$ cat src/rtl/alu_rr_sequencer_pkg.sv
// Shared types for the round-robin ALU sequencer: op codes, FSM states
// and a small helper for one-hot client strobes.
package alu_seq_pkg;

  localparam int FUNC_W = 3;

  typedef enum logic [FUNC_W-1:0] {
    FN_ADDR  = 3'd0,  // ripple-carry add
    FN_ADD   = 3'd1,  // behavioural add, same result as FN_ADDR
    FN_ORXOR = 3'd2,  // {A|B, A^B}
    FN_ANY   = 3'd3,  // acc=1 when any bit of A|B is set
    FN_ALL   = 3'd4,  // acc=1 when A&B is all ones
    FN_SHR   = 3'd5,  // B >> A
    FN_SHL   = 3'd6,  // B << A
    FN_MUL   = 3'd7   // multi-cycle shift-add multiply
  } func_e;

  typedef enum logic [1:0] {
    S_IDLE = 2'd0,
    S_EXEC = 2'd1,
    S_MUL  = 2'd2,
    S_DONE = 2'd3
  } state_e;

  // Client index to its one-hot gnt/done strobe.
  function automatic logic [1:0] id_onehot(input logic id);
    return id ? 2'b10 : 2'b01;
  endfunction

endpackage

$ cat src/rtl/alu_rr_sequencer_if.sv
// Client-side bundle of the ALU sequencer: two request/operand lanes in,
// grant/done strobes plus the accumulator view out.
interface alu_rr_sequencer_if #(
  parameter int DATA_W = 4
);
  import alu_seq_pkg::*;

  logic [1:0]          req;
  logic [FUNC_W-1:0]   func0;
  logic [DATA_W-1:0]   a0;
  logic [FUNC_W-1:0]   func1;
  logic [DATA_W-1:0]   a1;
  logic [1:0]          gnt;
  logic [1:0]          done;
  logic [2*DATA_W-1:0] result;
  logic                busy;
  logic [2*DATA_W-1:0] acc;

  // Clients drive requests and operands.
  modport master (
    output req, func0, a0, func1, a1,
    input  gnt, done, result, busy, acc
  );

  // The sequencer answers with strobes and the accumulator.
  modport slave (
    input  req, func0, a0, func1, a1,
    output gnt, done, result, busy, acc
  );

endinterface

$ cat src/rtl/alu_rr_sequencer_alu_func_unit.sv
// Combinational single-cycle ALU ops (everything except multiply).
// o_we is low when the op decides to leave the accumulator unchanged.
module alu_func_unit
  import alu_seq_pkg::*;
#(
  parameter int DATA_W = 4
) (
  input  func_e               i_func,
  input  logic [DATA_W-1:0]   i_a,
  input  logic [DATA_W-1:0]   i_b,
  output logic [2*DATA_W-1:0] o_result,
  output logic                o_we
);

  localparam int ACC_W = 2 * DATA_W;

  logic [DATA_W:0]   w_carry;
  logic [DATA_W-1:0] w_sum;
  logic [ACC_W-1:0]  w_a_ext;
  logic [ACC_W-1:0]  w_b_ext;

  assign w_a_ext    = {{DATA_W{1'b0}}, i_a};
  assign w_b_ext    = {{DATA_W{1'b0}}, i_b};
  assign w_carry[0] = 1'b0;

  // Explicit full-adder chain; the final carry lands in bit DATA_W.
  for (genvar gi = 0; gi < DATA_W; gi++) begin : g_ripple
    assign w_sum[gi]     = i_a[gi] ^ i_b[gi] ^ w_carry[gi];
    assign w_carry[gi+1] = (i_a[gi] & i_b[gi]) | (w_carry[gi] & (i_a[gi] ^ i_b[gi]));
  end

  // Op decode: pick the result and decide whether acc gets written.
  always_comb begin
    o_result = '0;
    o_we     = 1'b0;
    case (i_func)
      FN_ADDR: begin
        o_result = {{(DATA_W-1){1'b0}}, w_carry[DATA_W], w_sum};
        o_we     = 1'b1;
      end
      FN_ADD: begin
        o_result = w_a_ext + w_b_ext;
        o_we     = 1'b1;
      end
      FN_ORXOR: begin
        o_result = {i_a | i_b, i_a ^ i_b};
        o_we     = 1'b1;
      end
      FN_ANY: begin
        if (|(i_a | i_b)) begin
          o_result = ACC_W'(1);
          o_we     = 1'b1;
        end
      end
      FN_ALL: begin
        if (&(i_a & i_b)) begin
          o_result = ACC_W'(1);
          o_we     = 1'b1;
        end
      end
      FN_SHR: begin
        o_we = 1'b1;
        if (w_a_ext >= ACC_W'(DATA_W)) o_result = '0;
        else                           o_result = w_b_ext >> i_a;
      end
      FN_SHL: begin
        o_we = 1'b1;
        if (w_a_ext >= ACC_W'(ACC_W)) o_result = '0;
        else                          o_result = w_b_ext << i_a;
      end
      default: begin
        // Multiply is sequenced by the top; nothing to write here.
        o_result = '0;
        o_we     = 1'b0;
      end
    endcase
  end

endmodule

$ cat src/rtl/alu_rr_sequencer.sv
// Round-robin sequencer sharing one accumulator ALU between two clients.
// IDLE arbitrates and latches the winning op, EXEC/MUL compute into acc,
// DONE strobes the owning client. All outputs come straight from registers.
module alu_rr_sequencer
  import alu_seq_pkg::*;
#(
  parameter int DATA_W = 4
) (
  input  logic          clock,
  input  logic          reset,
  alu_rr_sequencer_if.slave bus
);

  localparam int ACC_W = 2 * DATA_W;
  localparam int CNT_W = (DATA_W > 1) ? $clog2(DATA_W) : 1;
  localparam logic [CNT_W-1:0] CNT_LAST = CNT_W'(DATA_W - 1);

  state_e            r_state;
  logic [ACC_W-1:0]  r_acc;
  logic [ACC_W-1:0]  r_prod;
  logic [1:0]        r_gnt;
  logic [1:0]        r_done;
  logic              r_busy;
  logic              r_rr_last;
  logic              r_id;
  func_e             r_func;
  logic [DATA_W-1:0] r_a;
  logic [DATA_W-1:0] r_b;
  logic [CNT_W-1:0]  r_cnt;

  logic              w_win_id;
  func_e             w_win_func;
  logic [DATA_W-1:0] w_win_a;
  logic [ACC_W-1:0]  w_fu_result;
  logic              w_fu_we;
  logic [ACC_W-1:0]  w_b_ext;
  logic [ACC_W-1:0]  w_prod_next;

  // Winner: a lone requester wins outright; on a tie the client that did not
  // win last time goes first, so continuous requesters alternate.
  always_comb begin
    w_win_id = 1'b0;
    case (bus.req)
      2'b10:   w_win_id = 1'b1;
      2'b11:   w_win_id = ~r_rr_last;
      default: w_win_id = 1'b0;
    endcase
  end

  assign w_win_func = w_win_id ? func_e'(bus.func1) : func_e'(bus.func0);
  assign w_win_a    = w_win_id ? bus.a1 : bus.a0;

  // B is a snapshot of acc[DATA_W-1:0] taken at grant, so intermediate
  // writes during a multiply cannot disturb the multiplicand.
  assign w_b_ext     = {{DATA_W{1'b0}}, r_b};
  assign w_prod_next = r_prod + (r_a[r_cnt] ? (w_b_ext << r_cnt) : '0);

  alu_func_unit #(
    .DATA_W (DATA_W)
  ) u_func_unit (
    .i_func   (r_func),
    .i_a      (r_a),
    .i_b      (r_b),
    .o_result (w_fu_result),
    .o_we     (w_fu_we)
  );

  // Sequencer FSM with registered strobes, accumulator and multiply state.
  always_ff @(posedge clock) begin
    if (reset) begin
      r_state   <= S_IDLE;
      r_acc     <= '0;
      r_prod    <= '0;
      r_gnt     <= 2'b00;
      r_done    <= 2'b00;
      r_busy    <= 1'b0;
      r_rr_last <= 1'b1;
      r_id      <= 1'b0;
      r_func    <= FN_ADDR;
      r_a       <= '0;
      r_b       <= '0;
      r_cnt     <= '0;
    end else begin
      r_gnt  <= 2'b00;
      r_done <= 2'b00;
      case (r_state)
        S_IDLE: begin
          if (bus.req != 2'b00) begin
            r_id      <= w_win_id;
            r_func    <= w_win_func;
            r_a       <= w_win_a;
            r_b       <= r_acc[DATA_W-1:0];
            r_cnt     <= '0;
            r_prod    <= '0;
            r_rr_last <= w_win_id;
            r_gnt     <= id_onehot(w_win_id);
            r_busy    <= 1'b1;
            r_state   <= (w_win_func == FN_MUL) ? S_MUL : S_EXEC;
          end
        end
        S_EXEC: begin
          if (w_fu_we) r_acc <= w_fu_result;
          r_done  <= id_onehot(r_id);
          r_state <= S_DONE;
        end
        S_MUL: begin
          r_prod <= w_prod_next;
          r_cnt  <= r_cnt + 1'b1;
          if (r_cnt == CNT_LAST) begin
            r_acc   <= w_prod_next;
            r_done  <= id_onehot(r_id);
            r_state <= S_DONE;
          end
        end
        S_DONE: begin
          r_busy  <= 1'b0;
          r_state <= S_IDLE;
        end
        default: r_state <= S_IDLE;
      endcase
    end
  end

  assign bus.gnt    = r_gnt;
  assign bus.done   = r_done;
  assign bus.busy   = r_busy;
  assign bus.acc    = r_acc;
  assign bus.result = r_acc;

endmodule

$ cat src/flat_wrapper.sv
// flat-port wrapper written by rule: the top's interface ports become plain ports
module alu_rr_sequencer_flat import alu_seq_pkg::*;
#(
  parameter int DATA_W = 4
)
  (clock, reset, bus_req, bus_func0, bus_a0, bus_func1, bus_a1, bus_gnt, bus_done, bus_result, bus_busy, bus_acc);
  alu_rr_sequencer_if #(.DATA_W(DATA_W)) bus_i ();
  input  logic clock;
  input  logic reset;
  input wire logic [$bits(bus_i.req)-1:0] bus_req;
  input wire logic [$bits(bus_i.func0)-1:0] bus_func0;
  input wire logic [$bits(bus_i.a0)-1:0] bus_a0;
  input wire logic [$bits(bus_i.func1)-1:0] bus_func1;
  input wire logic [$bits(bus_i.a1)-1:0] bus_a1;
  output wire logic [$bits(bus_i.gnt)-1:0] bus_gnt;
  output wire logic [$bits(bus_i.done)-1:0] bus_done;
  output wire logic [$bits(bus_i.result)-1:0] bus_result;
  output wire logic [$bits(bus_i.busy)-1:0] bus_busy;
  output wire logic [$bits(bus_i.acc)-1:0] bus_acc;
  assign bus_i.req = bus_req;
  assign bus_i.func0 = bus_func0;
  assign bus_i.a0 = bus_a0;
  assign bus_i.func1 = bus_func1;
  assign bus_i.a1 = bus_a1;
  assign bus_gnt = bus_i.gnt;
  assign bus_done = bus_i.done;
  assign bus_result = bus_i.result;
  assign bus_busy = bus_i.busy;
  assign bus_acc = bus_i.acc;
  alu_rr_sequencer #(.DATA_W(DATA_W)) u_core (.clock(clock), .reset(reset), .bus(bus_i));
endmodule
$ cat config.mk
export PLATFORM = sky130hd
export DESIGN_NAME = alu_rr_sequencer_flat
export DESIGN_NICKNAME = d
export VERILOG_FILES = /design/src/rtl/alu_rr_sequencer_pkg.sv /design/src/rtl/alu_rr_sequencer_if.sv /design/src/rtl/alu_rr_sequencer_alu_func_unit.sv /design/src/rtl/alu_rr_sequencer.sv /design/src/flat_wrapper.sv
export SDC_FILE = /design/constraint.sdc
export NUM_CORES = 1
export LEC_CHECK = 0
export ABC_CLOCK_PERIOD_IN_PS = 3600
export BUFFER_PORTS_ARGS = -buffer_cell sky130_fd_sc_hd__buf_4
export CORE_ASPECT_RATIO = 0.7
export CORE_MARGIN = 2
export CORE_UTILIZATION = 47
export DETAILED_ROUTE_END_ITERATION = 8
export GPL_TIMING_DRIVEN = 0
export PLACE_DENSITY_LB_ADDON = 0.08
export SYNTH_ARGS = -nofsm -noshare
export SYNTH_HDL_FRONTEND = slang
export SYNTH_SLANG_ARGS = --single-unit
$ cat constraint.sdc
create_clock -name clock -period 3.6 [get_ports clock]
set_input_delay 0.72 -clock clock [delete_from_list [all_inputs] [get_ports clock]]
set_output_delay 0.72 -clock clock [all_outputs]
set_load 0.01 [all_outputs]
## Word-level counts from Yosys, hierarchy flattened

Index checks and enable logic that the tools add are counted.

- Output and inout port bits: 21
- Logic and storage cells: 106
- Flip-flop bits (word level): 38
- Input port bits: 18

- Add/subtract/negate cells: 3
- Magnitude comparators: 3
- Equality and inequality tests: 16
- Bitwise gates (word level): 23
- Reduce and logical (&&, ||, !) cells: 15
- Shift-type cells: 3
- Mux-type cells: 31

Operators by type and width:

| cell | number |
|---|---|
| $pmux W8 S7 | 1 |
| $mux W8 | 6 |
| $pmux W8 S2 | 2 |
| $mux W2 | 7 |
| $eq A3 B3 Y1 const B | 4 |
| $eq A2 B2 Y1 const B | 5 |
| $add A8 B8 Y8 | 1 |
| $pmux W2 S2 | 2 |
| $pmux W2 S4 | 1 |
| $reduce_and A2 Y1 | 4 |
| $reduce_bool A2 Y1 | 4 |
| $shl A4 B2 Y8 | 1 |
| $shl A4 B4 Y8 | 1 |
| $shr A4 B4 Y8 | 1 |
| $and A1 B1 Y1 | 7 |
| $xor A1 B1 Y1 | 7 |
| $eq A3 B2 Y1 const B | 2 |
| $mux W1 | 6 |
| $add A4 B4 Y5 | 1 |
| $reduce_or A5 Y1 | 1 |
| $and A4 B4 Y4 | 1 |
| $ge A4 B3 Y1 const B | 1 |
| $ge A4 B4 Y1 const B | 1 |
| $mux W4 | 1 |
| 20 further kinds | 26 |

## Depth between registers and ports, before layout

- Word-level depth: 10
- Mapped depth: 11
- Mapped depth without buffers: 10

## Modules after synthesis

From an unflattened synthesis, not the netlist that was laid out.

- Cell total of the unflattened synthesis: 352
- Area, all modules: 2899.0 um^2

Modules (own cells, without submodules):

| module | cells each | seq. area each (um^2) | area an instance (um^2) | times used |
|---|---|---|---|---|
| alu_rr_sequencer | 243 | 760.7 | 2129.5 | 1 |
| alu_func_unit | 109 | 0.0 | 769.5 | 1 |

## Worst setup path after synthesis

OpenSTA, ideal clock, no wires.

- Path kind: register to register
- Start: reg u_core.r_a[1]
- End: reg u_core.r_acc[6], in the netlist u_core.bus.acc[6]
- Cell stages (with the launch flop): 11
- Library setup time: 0.132 ns
- Path buffers: 2
- Path slack: 0.875 ns
- Period minus slack after synthesis: 2.725 ns
- Required time: 3.468 ns
- Data arrival time: 2.593 ns
- Cells stage by stage: dfxtp_1 -> clkbuf_1 -> buf_2 -> mux4_2 -> o211a_1 -> ha_1 -> a211oi_1 -> or4b_1 -> nand3_1 -> a2111oi_0 -> nor3_1

- Word-level cells in the longest chain between the ends: 6
- Elaborated cells between the ends (all ways): 23
- Classes of those cells: add/sub: 1; order compare: 2; eq/ne: 1; shift: 2; mux: 12; bitwise: 2; reduce/logical: 3

RTL lines:

| element | RTL line | RTL |
|---|---|---|
| from (decl) | alu_rr_sequencer.sv:27 | `logic [DATA_W-1:0] r_a;` |
| from (signal assigned) | alu_rr_sequencer.sv:91 | `r_a <= w_win_a;` |
| $bmux W1 S2 (tied with other cells) | alu_rr_sequencer.sv:56 | `assign w_prod_next = r_prod + (r_a[r_cnt] ? (w_b_ext << r_cnt) : '0);` |
| $mux W1 (implied by the code) (tied with other cells) | alu_rr_sequencer.sv:56 |  |
| $mux W8 (tied with other cells) | alu_rr_sequencer.sv:56 |  |
| $add A8 B8 Y8 or $pmux W1 S3 (tied branches) | alu_rr_sequencer.sv:56, alu_rr_sequencer_alu_func_unit.sv:36 |  |
| $mux W8 or $ne A2 B2 Y1 (tied branches) | n/a |  |
| $pmux W8 S2 or $reduce_and A3 Y1 (tied branches) | n/a |  |
| to (signal assigned) | alu_rr_sequencer.sv:102 | `if (w_fu_we) r_acc <= w_fu_result;` |
| to (signal assigned) | alu_rr_sequencer.sv:110 | `r_acc <= w_prod_next;` |
| to (decl) | alu_rr_sequencer.sv:19 | `logic [ACC_W-1:0] r_acc;` |

Several ways; a longest one is shown, not always the timed one. The select of a mux whose other input is x is not followed.
A chain may end at the register's enable or synchronous reset.

## Final worst setup path

Ends and elaborated chain as after synthesis.

==> key figures <==
Logic synthesis
  – Gate Count Post-Synth: 349
  – Synth Area in XOR/XNOR: 0.00908
  – Mapped Nets: 393
  – Post-synth top cells: 38 x dfxtp_1, 38 x nor2_1, 29 x a21oi_1, 22 x ha_1, 20 x nand2_1
  – Main combinational cell family by area after synthesis: compound AO/OA/AOI/OAI gates
  – Mapped Avg Cell Area: ~8.3 um^2
  – Area contributors post-synth: dfxtp_1 26%, ha_1 9.5%, a21oi_1 5.0%, nor2_1 4.9%, mux2i_1 4.2%
  – Primary FF master, synth: dfxtp_1
  – Post-synth top area cell: dfxtp_1
  – Adder-Cell Fraction of Synth Area: 0.123
  – Synth Area in Compound Gates: 0.227
  – Mux contribution to synthesized area: 0.0882
  – Synth Area in Simple Gates: 0.215
  – Synthesis-stage register bit count: 38
  – Synth Warn #: 0
  – Distinct cell type count of the synthesized netlist: slightly above 60
  – Share of the synthesized area in the top cell type: 0.263
  – Sequential fraction of the synthesis area: 0.263
  – Post-synth EDFFs: 0
  – Ys async rst share: 0
  – Mapped cell area: just under 3000 um^2

Power and ir drop
  – VDD IR max: 318 uV
  – Leak: 1.36 nW
  – Flop pwr share: 0.287
  – Pint: 1.23 mW
  – Clock Power Share: 0.140
  – Pwr Total: around 2.3 mW
  – Switch Pwr: roughly 1.1 mW
  – Power density over cell area: 684 nW/um^2
  – Switching share of power: 0.464
  – Comb pwr share: 0.573

Detailed routing
  – DRC errors left: 0
  – Final wirelength: slightly above 8000 um
  – Post-route ant nets: 0
  – Vias per cell: between 5 and 6
  – 1st-iter DRT viols: between 150 and 200
  – First drt pass iteration count: 5
  – Total number of vias: approximately 2800
  – Routed wire per std cell: 17.5 um

CTS
  – Clock tree buffer depth: 2
  – Total CTS buffers: 5
  – CTS tree: built
  – Clock root buffer: clkbuf_8
  – Setup Buffers After CTS: 0
  – Total number of H-tree levels: 2
  – Clock sinks: 38
  – Worst-Skew Late Latency: approximately 310 ps
  – Clock Pin Slew Worst Setup and Hold Paths: about 80 ps

STA
  – Slew @ Worst Pin: roughly 920 ps
  – RSZ-0062 raised after global routing: false
  – Setup Viol. Count Final: 0
  – Final Skew: around 4.5 ps
  – F_max: 0.304 GHz
  – Final Hold Viols: 0
  – Period utilization: 0.915
  – Setup_tns: 0 ps
  – Fin crit period: roughly 3300 ps
  – Rel. slew slack: 0.381
  – Final Max Slew Viols: 0
  – Final Hold Slack: between 400 and 500 ps

Finish
  – Layout Nets: around 440
  – FF/Latch Area: between 700 and 800 um^2
  – Area growth from synthesis to layout: 16.2%
  – Filler cells: 559
  – Area of the multi-input gates: roughly 1900 um^2
  – Antenna cell count: 0
  – Share of layout cells above drive strength 1: 0.193

Run status
  – Status: finished, final reports clean

GRT
  – Largest net degree at the start of global routing: 13
  – Vias in the first global route: 2483
  – GRT Residual Overflow: 0
  – Initial antenna violation count: 0
  – Global Route Usage Sum: 0.239
  – First-pass GRT wire length: 13000 um

Setup path
  – Arrival time at the worst endpoint: 3470 ps
  – Crit-path cells: clkbuf_1 -> buf_2 -> mux4_2 -> o211a_1 -> ha_1 -> a211oi_1 -> or4b_1 -> nand3_1 -> a2111oi_1 -> nor3_1
  – Worst stage delay on the critical path: ~550 ps
  – Setup crit end kind: flip-flop
  – Critical path class: reg2reg
  – Critical Path RT: ~3800 ps
  – Critical Path Start Type: flip-flop
  – CP max stage cell: a2111oi_1
  – Crit-path max FO: 10

Die
  – Initial Util: 0.495
  – Chip height: approximately 70 um
  – Num rows: 23
  – Die ar.: around 6800 um^2
  – Core area: slightly below 6000 um^2
  – Io pins: 39
  – DIE WIDTH: 97.8 um

Hold path
  – Class of the worst hold path: reg2reg

Placement
  – GPL Wtd Cong: 0.962
  – IO buf count: 37
  – Post-DP HPWL: slightly above 6000 um

Job
  – Max-Cap Viols: 0
==> cell usage in the layout (no fill, tap or decap), types with 3 or more instances in the layout <==
cell and n:
a211oi_1 10, a21oi_1 29, a22oi_1 8, a31oi_1 4
and2_1 3, buf_2 5, buf_4 45, clkbuf_1 14
clkbuf_8 6, dfxtp_1 38, fa_1 4, ha_1 22
inv_1 15, mux2_2 6, mux2i_1 12, mux4_2 3
nand2_1 20, nand2b_1 4, nand3_1 11, nand4_1 5
nor2_1 38, nor2b_1 8, nor3_1 7, nor3b_1 3
nor4_1 3, nor4bb_1 3, o211ai_1 7, o21ai_0 7
o21ai_1 4, o31ai_1 3
==> layer usage <==
metal | vias to the layer above | track usage | routed length, um | share of wire
met5 | - | 0 | 0 | 0
met4 | 0 | 0.0725 | 131 | 0.016
met3 | 16 | 0.0353 | 567 | 0.069
met2 | 103 | 0.349 | 3440 | 0.42
met1 | 1314 | 0.363 | 4060 | 0.49
li1 | 1365 | - | - | -
==> power groups by stage <==
stage	sequential, mW	clock (mW)	combinational [mW]
after global placement	0.664	0	1.27
after floorplan	0.648	0	0.882
after detailed placement	0.668	0	1.28
after global routing	0.681	0.347	1.43
final	0.660	0.322	1.32
after CTS	0.658	0.329	1.29
==> cell families after synthesis <==
group / after synthesis
simple gates: 119
compound gates: 96
buf+inv: 46
flops: 38
fa+ha+maj: 26
mux: 21
xor+xnor: 3
==> worst max-delay path, delay by kind of cell (launching register included) <==
family                     cells  cell delay [ps]
and+or+nand+nor                3              400
AOI/OAI and AO/OA              3             1120
muxes                          1              490
DFF                            1              340
adders and majority gates      1              340
buffers and inverters          2              460
==> flip-flops by register name, summed over array words and instances (netlist names) <==
name              cells
u_core.r_id           1
u_core.bus.done       2
u_core.r_prod         8
u_core.r_a            4
u_core.bus.acc        8
u_core.bus.gnt        2
u_core.r_func         3
u_core.r_rr_last      1
u_core.r_b            4
u_core.bus.busy       1
u_core.r_state        2
u_core.r_cnt          2
==> through the flow <==
stage                util  area [um^2]  setup slack [ps]  std cells
finish              0.575         3360               307        469
global route        0.575         3360               122        469
CTS                 0.575         3360               234        469
detailed placement  0.559         3260               239        461
global placement    0.559         3260               411        461
floorplan               -         2890               875        349
==> final cells by class <==
cell class,count,area share
Sequential cell,38,0.226
Tap cell,75,0.0279
Inverter,17,0.0190
Timing Repair Buffer,37,0.0827
Clock buffer,6,0.0246
Buffer,29,0.0454
Clock inverter,2,0.00372
Multi-Input combinational cell,265,0.570
==> repair_timing <==
action,CTS,global route
resized for setup,0,1
hold endpoints to repair,0,0
setup endpoints to repair,0,1
hold buffers,0,0
==> path summary, 6_finish.rpt <==
check / from / end / slack [ps] / cells past startpoint
worst min-delay path: u_core.r_id$_SDFFE_PP0P_ / u_core.bus.done[0]$_SDFF_PP0_ / 470 / 1
worst max-delay path: u_core.r_a[1]$_SDFFE_PP0P_ / u_core.bus.acc[6]$_SDFFE_PP0P_ / 310 / 10
worst min register to register: u_core.r_id$_SDFFE_PP0P_ / u_core.bus.done[0]$_SDFF_PP0_ / 470 / 1
worst max register to register: u_core.r_a[1]$_SDFFE_PP0P_ / u_core.bus.acc[6]$_SDFFE_PP0P_ / 310 / 10
Note: power is estimated with default switching activity, not from simulation.
